===== config.mk =====
export PLATFORM = sky130hd
export DESIGN_NAME = utf8_decoder
export DESIGN_NICKNAME = d
export VERILOG_FILES = /design/src/rtl/utf8_pkg.sv /design/src/rtl/utf8_lead_classify.sv /design/src/rtl/utf8_decoder.sv
export SDC_FILE = /design/constraint.sdc
export NUM_CORES = 1
export LEC_CHECK = 0
export BUFFER_PORTS_ARGS = -buffer_cell sky130_fd_sc_hd__buf_2
export CORE_MARGIN = 10
export CORE_UTILIZATION = 50
export DETAILED_ROUTE_END_ITERATION = 10
export GPL_ROUTABILITY_DRIVEN = 0
export PLACE_DENSITY = 0.72
export SYNTH_ARGS = -nofsm -noshare
export SYNTH_HDL_FRONTEND = slang
export SYNTH_SLANG_ARGS = --single-unit

===== constraint.sdc =====
create_clock -name clock -period 3.1 [get_ports clock]
set_input_delay 0.62 -clock clock [delete_from_list [all_inputs] [get_ports clock]]
set_output_delay 0.62 -clock clock [all_outputs]
set_load 0.01 [all_outputs]

===== src/rtl/utf8_pkg.sv =====
// Shared types and constants for the streaming UTF-8 decoder.
package utf8_pkg;

  // Decoder FSM: waiting for a lead byte, or collecting continuation bytes.
  typedef enum logic [0:0] {
    IDLE = 1'b0,
    CONT = 1'b1
  } state_t;

  // Replacement character emitted for malformed input.
  localparam logic [20:0] REPL_CP_DEF = 21'h00FFFD;

  // Byte order mark, dropped at stream start when BOM stripping is built in.
  localparam logic [20:0] BOM_CP = 21'h00FEFF;

  // Classification of a candidate lead byte.
  //   len     : total sequence length in bytes (1..4)
  //   payload : code point bits carried by the lead byte
  //   lo/hi   : inclusive bounds for the second byte of the sequence
  //   bad     : byte can never start a legal sequence
  typedef struct packed {
    logic [2:0] len;
    logic [6:0] payload;
    logic [7:0] lo;
    logic [7:0] hi;
    logic       bad;
  } lead_class_t;

endpackage


===== src/rtl/utf8_lead_classify.sv =====
// Combinational lead-byte classifier: length, payload bits, second-byte
// bounds (which exclude overlongs, surrogates and values above U+10FFFF)
// and an invalid flag.
import utf8_pkg::*;

module utf8_lead_classify (
  input  logic [7:0]  in_data,
  output lead_class_t lead_class
);

  // Decode the lead byte range into a sequence class.
  always_comb begin
    lead_class.len     = 3'd1;
    lead_class.payload = 7'd0;
    lead_class.lo      = 8'h80;
    lead_class.hi      = 8'hBF;
    lead_class.bad     = 1'b0;
    if (in_data <= 8'h7F) begin
      lead_class.payload = in_data[6:0];
    end else if ((in_data >= 8'hC2) && (in_data <= 8'hDF)) begin
      lead_class.len     = 3'd2;
      lead_class.payload = {2'b00, in_data[4:0]};
    end else if ((in_data >= 8'hE0) && (in_data <= 8'hEF)) begin
      lead_class.len     = 3'd3;
      lead_class.payload = {3'b000, in_data[3:0]};
      if (in_data == 8'hE0) begin
        lead_class.lo = 8'hA0;       // reject 3-byte overlongs
      end else if (in_data == 8'hED) begin
        lead_class.hi = 8'h9F;       // reject surrogates D800..DFFF
      end else begin
        lead_class.lo = 8'h80;
      end
    end else if ((in_data >= 8'hF0) && (in_data <= 8'hF4)) begin
      lead_class.len     = 3'd4;
      lead_class.payload = {4'b0000, in_data[2:0]};
      if (in_data == 8'hF0) begin
        lead_class.lo = 8'h90;       // reject 4-byte overlongs
      end else if (in_data == 8'hF4) begin
        lead_class.hi = 8'h8F;       // cap at U+10FFFF
      end else begin
        lead_class.lo = 8'h80;
      end
    end else begin
      // 80-BF stray continuation, C0/C1 overlong leads, F5-FF out of range
      lead_class.bad = 1'b1;
    end
  end

endmodule


===== src/rtl/utf8_decoder.sv =====
// Streaming UTF-8 decoder: one byte in per cycle, one code point out per
// completed sequence. Malformed input produces REPL_CP with out_err set.
// Optional feature macro: UTF8_BOM_STRIP_EN drops a leading U+FEFF after
// reset or an in_sof byte.
import utf8_pkg::*;

module utf8_decoder #(
  parameter int          ERR_CNT_W = 8,
  parameter logic [20:0] REPL_CP   = REPL_CP_DEF
) (
  input  logic                 clock,
  input  logic                 rst_n,
  input  logic                 in_valid,
  output logic                 in_ready,
  input  logic [7:0]           in_data,
  input  logic                 in_sof,
  output logic                 out_valid,
  input  logic                 out_ready,
  output logic [20:0]          out_cp,
  output logic                 out_err,
  output logic [2:0]           out_len,
  output logic                 busy,
  output logic [ERR_CNT_W-1:0] err_count
);

  state_t                 state_r;
  logic [1:0]             need_r;
  logic [20:0]            cp_r;
  logic [2:0]             cnt_r;
  logic [7:0]             lo_r;
  logic [7:0]             hi_r;
  logic                   out_valid_r;
  logic [20:0]            out_cp_r;
  logic                   out_err_r;
  logic [2:0]             out_len_r;
  logic [ERR_CNT_W-1:0]   err_count_r;

  lead_class_t            lc_s;
  logic                   acc_s;
  logic                   cont_ok_s;
  logic                   reject_s;
  logic                   take_s;
  state_t                 state_nxt_s;
  logic [1:0]             need_nxt_s;
  logic [20:0]            cp_nxt_s;
  logic [2:0]             cnt_nxt_s;
  logic [7:0]             lo_nxt_s;
  logic [7:0]             hi_nxt_s;
  logic                   emit_s;
  logic [20:0]            emit_cp_s;
  logic                   emit_err_s;
  logic [2:0]             emit_len_s;
  logic [1:0]             err_inc_s;
  logic [ERR_CNT_W:0]     err_sum_s;
  logic [ERR_CNT_W-1:0]   err_count_nxt_s;
  logic                   bom_drop_s;
  logic                   emit_keep_s;

  utf8_lead_classify u_lead_classify (
    .in_data    (in_data),
    .lead_class (lc_s)
  );

  // The output register can take a new code point when empty or draining.
  assign acc_s     = ~out_valid_r | out_ready;
  // In CONT the stored bounds already restrict the byte to 10xxxxxx.
  assign cont_ok_s = (in_data >= lo_r) && (in_data <= hi_r);
  // A bad continuation is left on the input and re-decoded as a lead.
  assign reject_s  = (state_r == CONT) && in_valid && !in_sof && !cont_ok_s;
  assign in_ready  = acc_s & ~reject_s;
  assign take_s    = in_valid & in_ready;

  // Next-state and emission decode for the current byte.
  always_comb begin
    state_nxt_s = state_r;
    need_nxt_s  = need_r;
    cp_nxt_s    = cp_r;
    cnt_nxt_s   = cnt_r;
    lo_nxt_s    = lo_r;
    hi_nxt_s    = hi_r;
    emit_s      = 1'b0;
    emit_cp_s   = 21'd0;
    emit_err_s  = 1'b0;
    emit_len_s  = 3'd0;
    err_inc_s   = 2'd0;
    if (acc_s && reject_s) begin
      // Truncated sequence: report what was consumed, byte stays pending.
      emit_s      = 1'b1;
      emit_cp_s   = REPL_CP;
      emit_err_s  = 1'b1;
      emit_len_s  = cnt_r;
      err_inc_s   = 2'd1;
      state_nxt_s = IDLE;
    end else if (take_s) begin
      if ((state_r == CONT) && !in_sof) begin
        // Accepted continuation byte.
        cp_nxt_s  = {cp_r[14:0], in_data[5:0]};
        cnt_nxt_s = cnt_r + 3'd1;
        lo_nxt_s  = 8'h80;
        hi_nxt_s  = 8'hBF;
        if (need_r == 2'd1) begin
          emit_s      = 1'b1;
          emit_cp_s   = {cp_r[14:0], in_data[5:0]};
          emit_len_s  = cnt_r + 3'd1;
          state_nxt_s = IDLE;
        end else begin
          need_nxt_s = need_r - 2'd1;
        end
      end else begin
        // Lead byte; a stream restart mid-sequence drops the partial.
        if (state_r == CONT) begin
          err_inc_s = 2'd1;
        end else begin
          err_inc_s = 2'd0;
        end
        state_nxt_s = IDLE;
        if (lc_s.bad) begin
          emit_s     = 1'b1;
          emit_cp_s  = REPL_CP;
          emit_err_s = 1'b1;
          emit_len_s = 3'd1;
          err_inc_s  = err_inc_s + 2'd1;
        end else if (lc_s.len == 3'd1) begin
          emit_s     = 1'b1;
          emit_cp_s  = {14'd0, lc_s.payload};
          emit_len_s = 3'd1;
        end else begin
          state_nxt_s = CONT;
          cp_nxt_s    = {14'd0, lc_s.payload};
          cnt_nxt_s   = 3'd1;
          lo_nxt_s    = lc_s.lo;
          hi_nxt_s    = lc_s.hi;
          case (lc_s.len)
            3'd2:    need_nxt_s = 2'd1;
            3'd3:    need_nxt_s = 2'd2;
            3'd4:    need_nxt_s = 2'd3;
            default: need_nxt_s = 2'd1;
          endcase
        end
      end
    end else begin
      state_nxt_s = state_r;
    end
  end

  // Saturating malformed-event counter; two events can land in one cycle.
  always_comb begin
    err_sum_s = {1'b0, err_count_r} + {{(ERR_CNT_W-1){1'b0}}, err_inc_s};
    if (err_sum_s[ERR_CNT_W]) begin
      err_count_nxt_s = {ERR_CNT_W{1'b1}};
    end else begin
      err_count_nxt_s = err_sum_s[ERR_CNT_W-1:0];
    end
  end

`ifdef UTF8_BOM_STRIP_EN
  logic first_r;
  logic first_nxt_s;

  // Track whether the next emitted code point is the first of its stream.
  always_comb begin
    first_nxt_s = first_r;
    bom_drop_s  = 1'b0;
    if (take_s && in_sof) begin
      first_nxt_s = 1'b1;
    end else begin
      first_nxt_s = first_r;
    end
    if (emit_s) begin
      bom_drop_s  = first_nxt_s & ~emit_err_s & (emit_cp_s == BOM_CP);
      first_nxt_s = 1'b0;
    end else begin
      bom_drop_s = 1'b0;
    end
  end
`else
  assign bom_drop_s = 1'b0;
`endif

  assign emit_keep_s = emit_s & ~bom_drop_s;

  // Decoder FSM with the registered output stage and error counter.
  always_ff @(posedge clock or negedge rst_n) begin
    if (!rst_n) begin
      state_r     <= IDLE;
      need_r      <= 2'd0;
      cp_r        <= 21'd0;
      cnt_r       <= 3'd0;
      lo_r        <= 8'h80;
      hi_r        <= 8'hBF;
      out_valid_r <= 1'b0;
      out_cp_r    <= 21'd0;
      out_err_r   <= 1'b0;
      out_len_r   <= 3'd0;
      err_count_r <= {ERR_CNT_W{1'b0}};
`ifdef UTF8_BOM_STRIP_EN
      first_r     <= 1'b1;
`endif
    end else begin
      state_r     <= state_nxt_s;
      need_r      <= need_nxt_s;
      cp_r        <= cp_nxt_s;
      cnt_r       <= cnt_nxt_s;
      lo_r        <= lo_nxt_s;
      hi_r        <= hi_nxt_s;
      err_count_r <= err_count_nxt_s;
`ifdef UTF8_BOM_STRIP_EN
      first_r     <= first_nxt_s;
`endif
      if (emit_keep_s) begin
        out_valid_r <= 1'b1;
        out_cp_r    <= emit_cp_s;
        out_err_r   <= emit_err_s;
        out_len_r   <= emit_len_s;
      end else if (out_ready) begin
        out_valid_r <= 1'b0;
      end else begin
        out_valid_r <= out_valid_r;
      end
    end
  end

  assign out_valid = out_valid_r;
  assign out_cp    = out_cp_r;
  assign out_err   = out_err_r;
  assign out_len   = out_len_r;
  assign busy      = (state_r == CONT);
  assign err_count = err_count_r;

endmodule


==> impl_metrics.ini <==
[sta]
whs_ns = 0.139
hold_viol = 0
worstMarginPinSlew_ns = 0.532
rsz0062_at_grt = no
drv_slew = 0
fin_skew_ns = 0.0120
fin_setup_tns_ns = 0
finalCritPeriodShare = 0.957
period_needed_ns = 2.97
slew_headroom = 0.644
fmax_ghz = 0.337
final-setup-viol-count = 0

[routing]
wl_mm = 7.68
drtIter0Drc = 115
vias = 2615
wl_per_cell_um = 17.1
vias_per_cell = 5.81
drc = 0
first_pass_iters = 4
detail-route-antenna-nets = 0

[synth]
synthTopCellsByArea = dfrtp_1, mux2i_1, a22o_1
synth.largest_area_cell = dfrtp_1
synthCells = 303
synth_edf_count = 0
yosys_warnings = 0
synth_flop_cell = dfrtp_1
ys_seq_area_frac = 0.460
synthArstFlopShare = 1.00
synth_fp_nets = 326
ys_ff_latch = 59
synth_cell_type_count = 61
synth_top_area_share = 0.443
netlist_area_sq_um = 3220
synth_area_per_cell_sq_um = 10.6

[critical_path]
rrSetupSlack_ns = 0.52
r2r_cells = 12
crit_fanout = 4
setup.worst_path.start_class = register
required_ns = 2.48
arrival_ns = 2.35
path_class = register to output port
endpoint_kind = output port

[power]
pwr_density_cell_nw_per_um2 = 743
p_leak_nw = 1.80
peakVddDrop_uv = 444
power.total_mw = 2.88

[floorplanning]
core_area_sq_um = 6310
start_util = 0.510
die_h_um = 100
die_area_sq_um = 10000
io_pins = 49
die_x_um = 100
num_rows = 29

[placed_design]
place_hpwl_mm = 5.78
placed_cell_area_sq_um = 3660
numPortBuffers = 48

[finish]
area.sequential_sq_um = 1480
fin_nets = 391
area_delta_synth_final_pct = 20.4
diodes = 0
layout-drive-gt1-share = 0.303
final_area_sq_um = 3870
nFillCells = 555
multiInputGateArea_sq_um = 1600

[clock_tree]
clock_latency_ns = 0.34
cts_root_buf = clkbuf_8
post-cts-setup-buffer-count = 0
clock_sinks = 59
clk_pin_slew_worst_paths_ns = 0.08
cts_made_buffers = 9
clock_path_buffers = 2
cts_tree = done
post_cts_resized = 0
h-tree-depth = 3
ctsHoldBuffers = 0

[grt]
antenna_found_initial = 0
grt_max_degree = 32
grt_use_total = 0.161
grt_pass1_wl_mm = 13.0
overflow = 0
grt_pass1_vias = 2535

[status]
status = complete, no violations

[worst_hold_path]
hold_path.class = input pin to asynchronous set/reset pin

[flow_run]
maxCapViolCount = 0
==> per-stage QoR <==
step / utilization / cells / setup slack, ns
after floorplan: - / 303 / 0.0689
after global placement: 0.580 / 434 / -0.00511
after detailed placement: 0.580 / 434 / -0.0801
after CTS: 0.613 / 450 / 0.112
after global routing: 0.613 / 450 / 0.0313
final: 0.613 / 450 / 0.133
==> flip-flops by register name, summed over array words and instances, names as in the netlist <==
name and count:
out_valid 1, err_count 8, out_cp 21, cp_r 15
need_r 2, out_err 1, cnt_r 3, busy 1
lo_r 2, out_len 3, hi_r 2
==> cell families after synthesis <==
family          count (synthesis)  share of synthesized area
compound gates                 88                      0.224
mux                            24                     0.0832
flops                          59                      0.460
fa+ha+maj                      10                     0.0412
simple gates                   85                      0.134
buf+inv                        33                     0.0463
xor+xnor                        4                     0.0109
==> critical path, cell delays in order (launching register included) <==
cell and delay [ns]:
dfstp_2 0.54, inv_1 0.05, ha_1 0.28, nand4_1 0.11, o311ai_2 0.38, o21a_1 0.20
buf_4 0.16, o21a_1 0.15, buf_2 0.13
==> cell usage in the layout, fill, tap and decap left out, types with 8 or more instances in the layout <==
cell type,synthesis,routed
ha_1,9,9
dfrtp_1,57,57
nor2_1,14,13
clkbuf_8,0,11
a2bb2oi_1,8,8
nand3_1,12,11
mux2i_1,17,17
inv_1,16,16
a22o_1,15,15
nand2_1,30,30
buf_4,1,22
a21oi_1,15,15
buf_2,5,48
==> cell type report <==
| class | count | share of cell area |
|---|---|---|
| repair buffers | 71 | 0.110 |
| multi-input cells | 211 | 0.413 |
| inverters | 16 | 0.0155 |
| flip-flops and latches | 59 | 0.382 |
| clock inverters | 5 | 0.0158 |
| well taps | 77 | 0.0249 |
| clock buffers | 11 | 0.0391 |
==> routing by layer <==
| metal | wire, um | GRT usage | part of all wire | vias to the layer above |
|---|---|---|---|---|
| met2 | 3750 | 0.251 | 0.49 | 58 |
| met4 | 120 | 0.0587 | 0.016 | 0 |
| met3 | 316 | 0.0412 | 0.041 | 9 |
| met5 | 0 | 0 | 0 | - |
| met1 | 3500 | 0.210 | 0.46 | 1298 |
| li1 | - | - | - | 1250 |
==> worst paths after layout <==
path,to,start
max in group asynchronous,hi_r[5],rst_n
hold reg to reg,out_cp[19],out_cp[19]
setup / recovery,in_ready,hi_r[5]
hold / removal,out_len[0],rst_n
min in group clock,out_cp[19],out_cp[19]
setup reg to reg,err_count[0],hi_r[5]
==> report_power, final <==
group / internal, mW / switching [mW] / total (mW)
Combinational: 0.434 / 0.505 / 0.939
Clock: 0.416 / 0.319 / 0.735
Sequential: 1.01 / 0.191 / 1.20
==> Yosys cell counts (all sizes together) (4+ instances only) <==
cell	number
inv	16
buf	9
mux2	7
mux2i	17
o211ai	7
nor2b	4
a21oi	19
a2bb2oi	8
a22o	15
nand2b	5
nor3	4
o21ai	7
a221oi	6
nor2	14
a21o	5
clkbuf	8
nand3	12
o21a	5
nand2	30
dfrtp	57
ha	9
No activity file was read; power rests on OpenSTA's default activity.
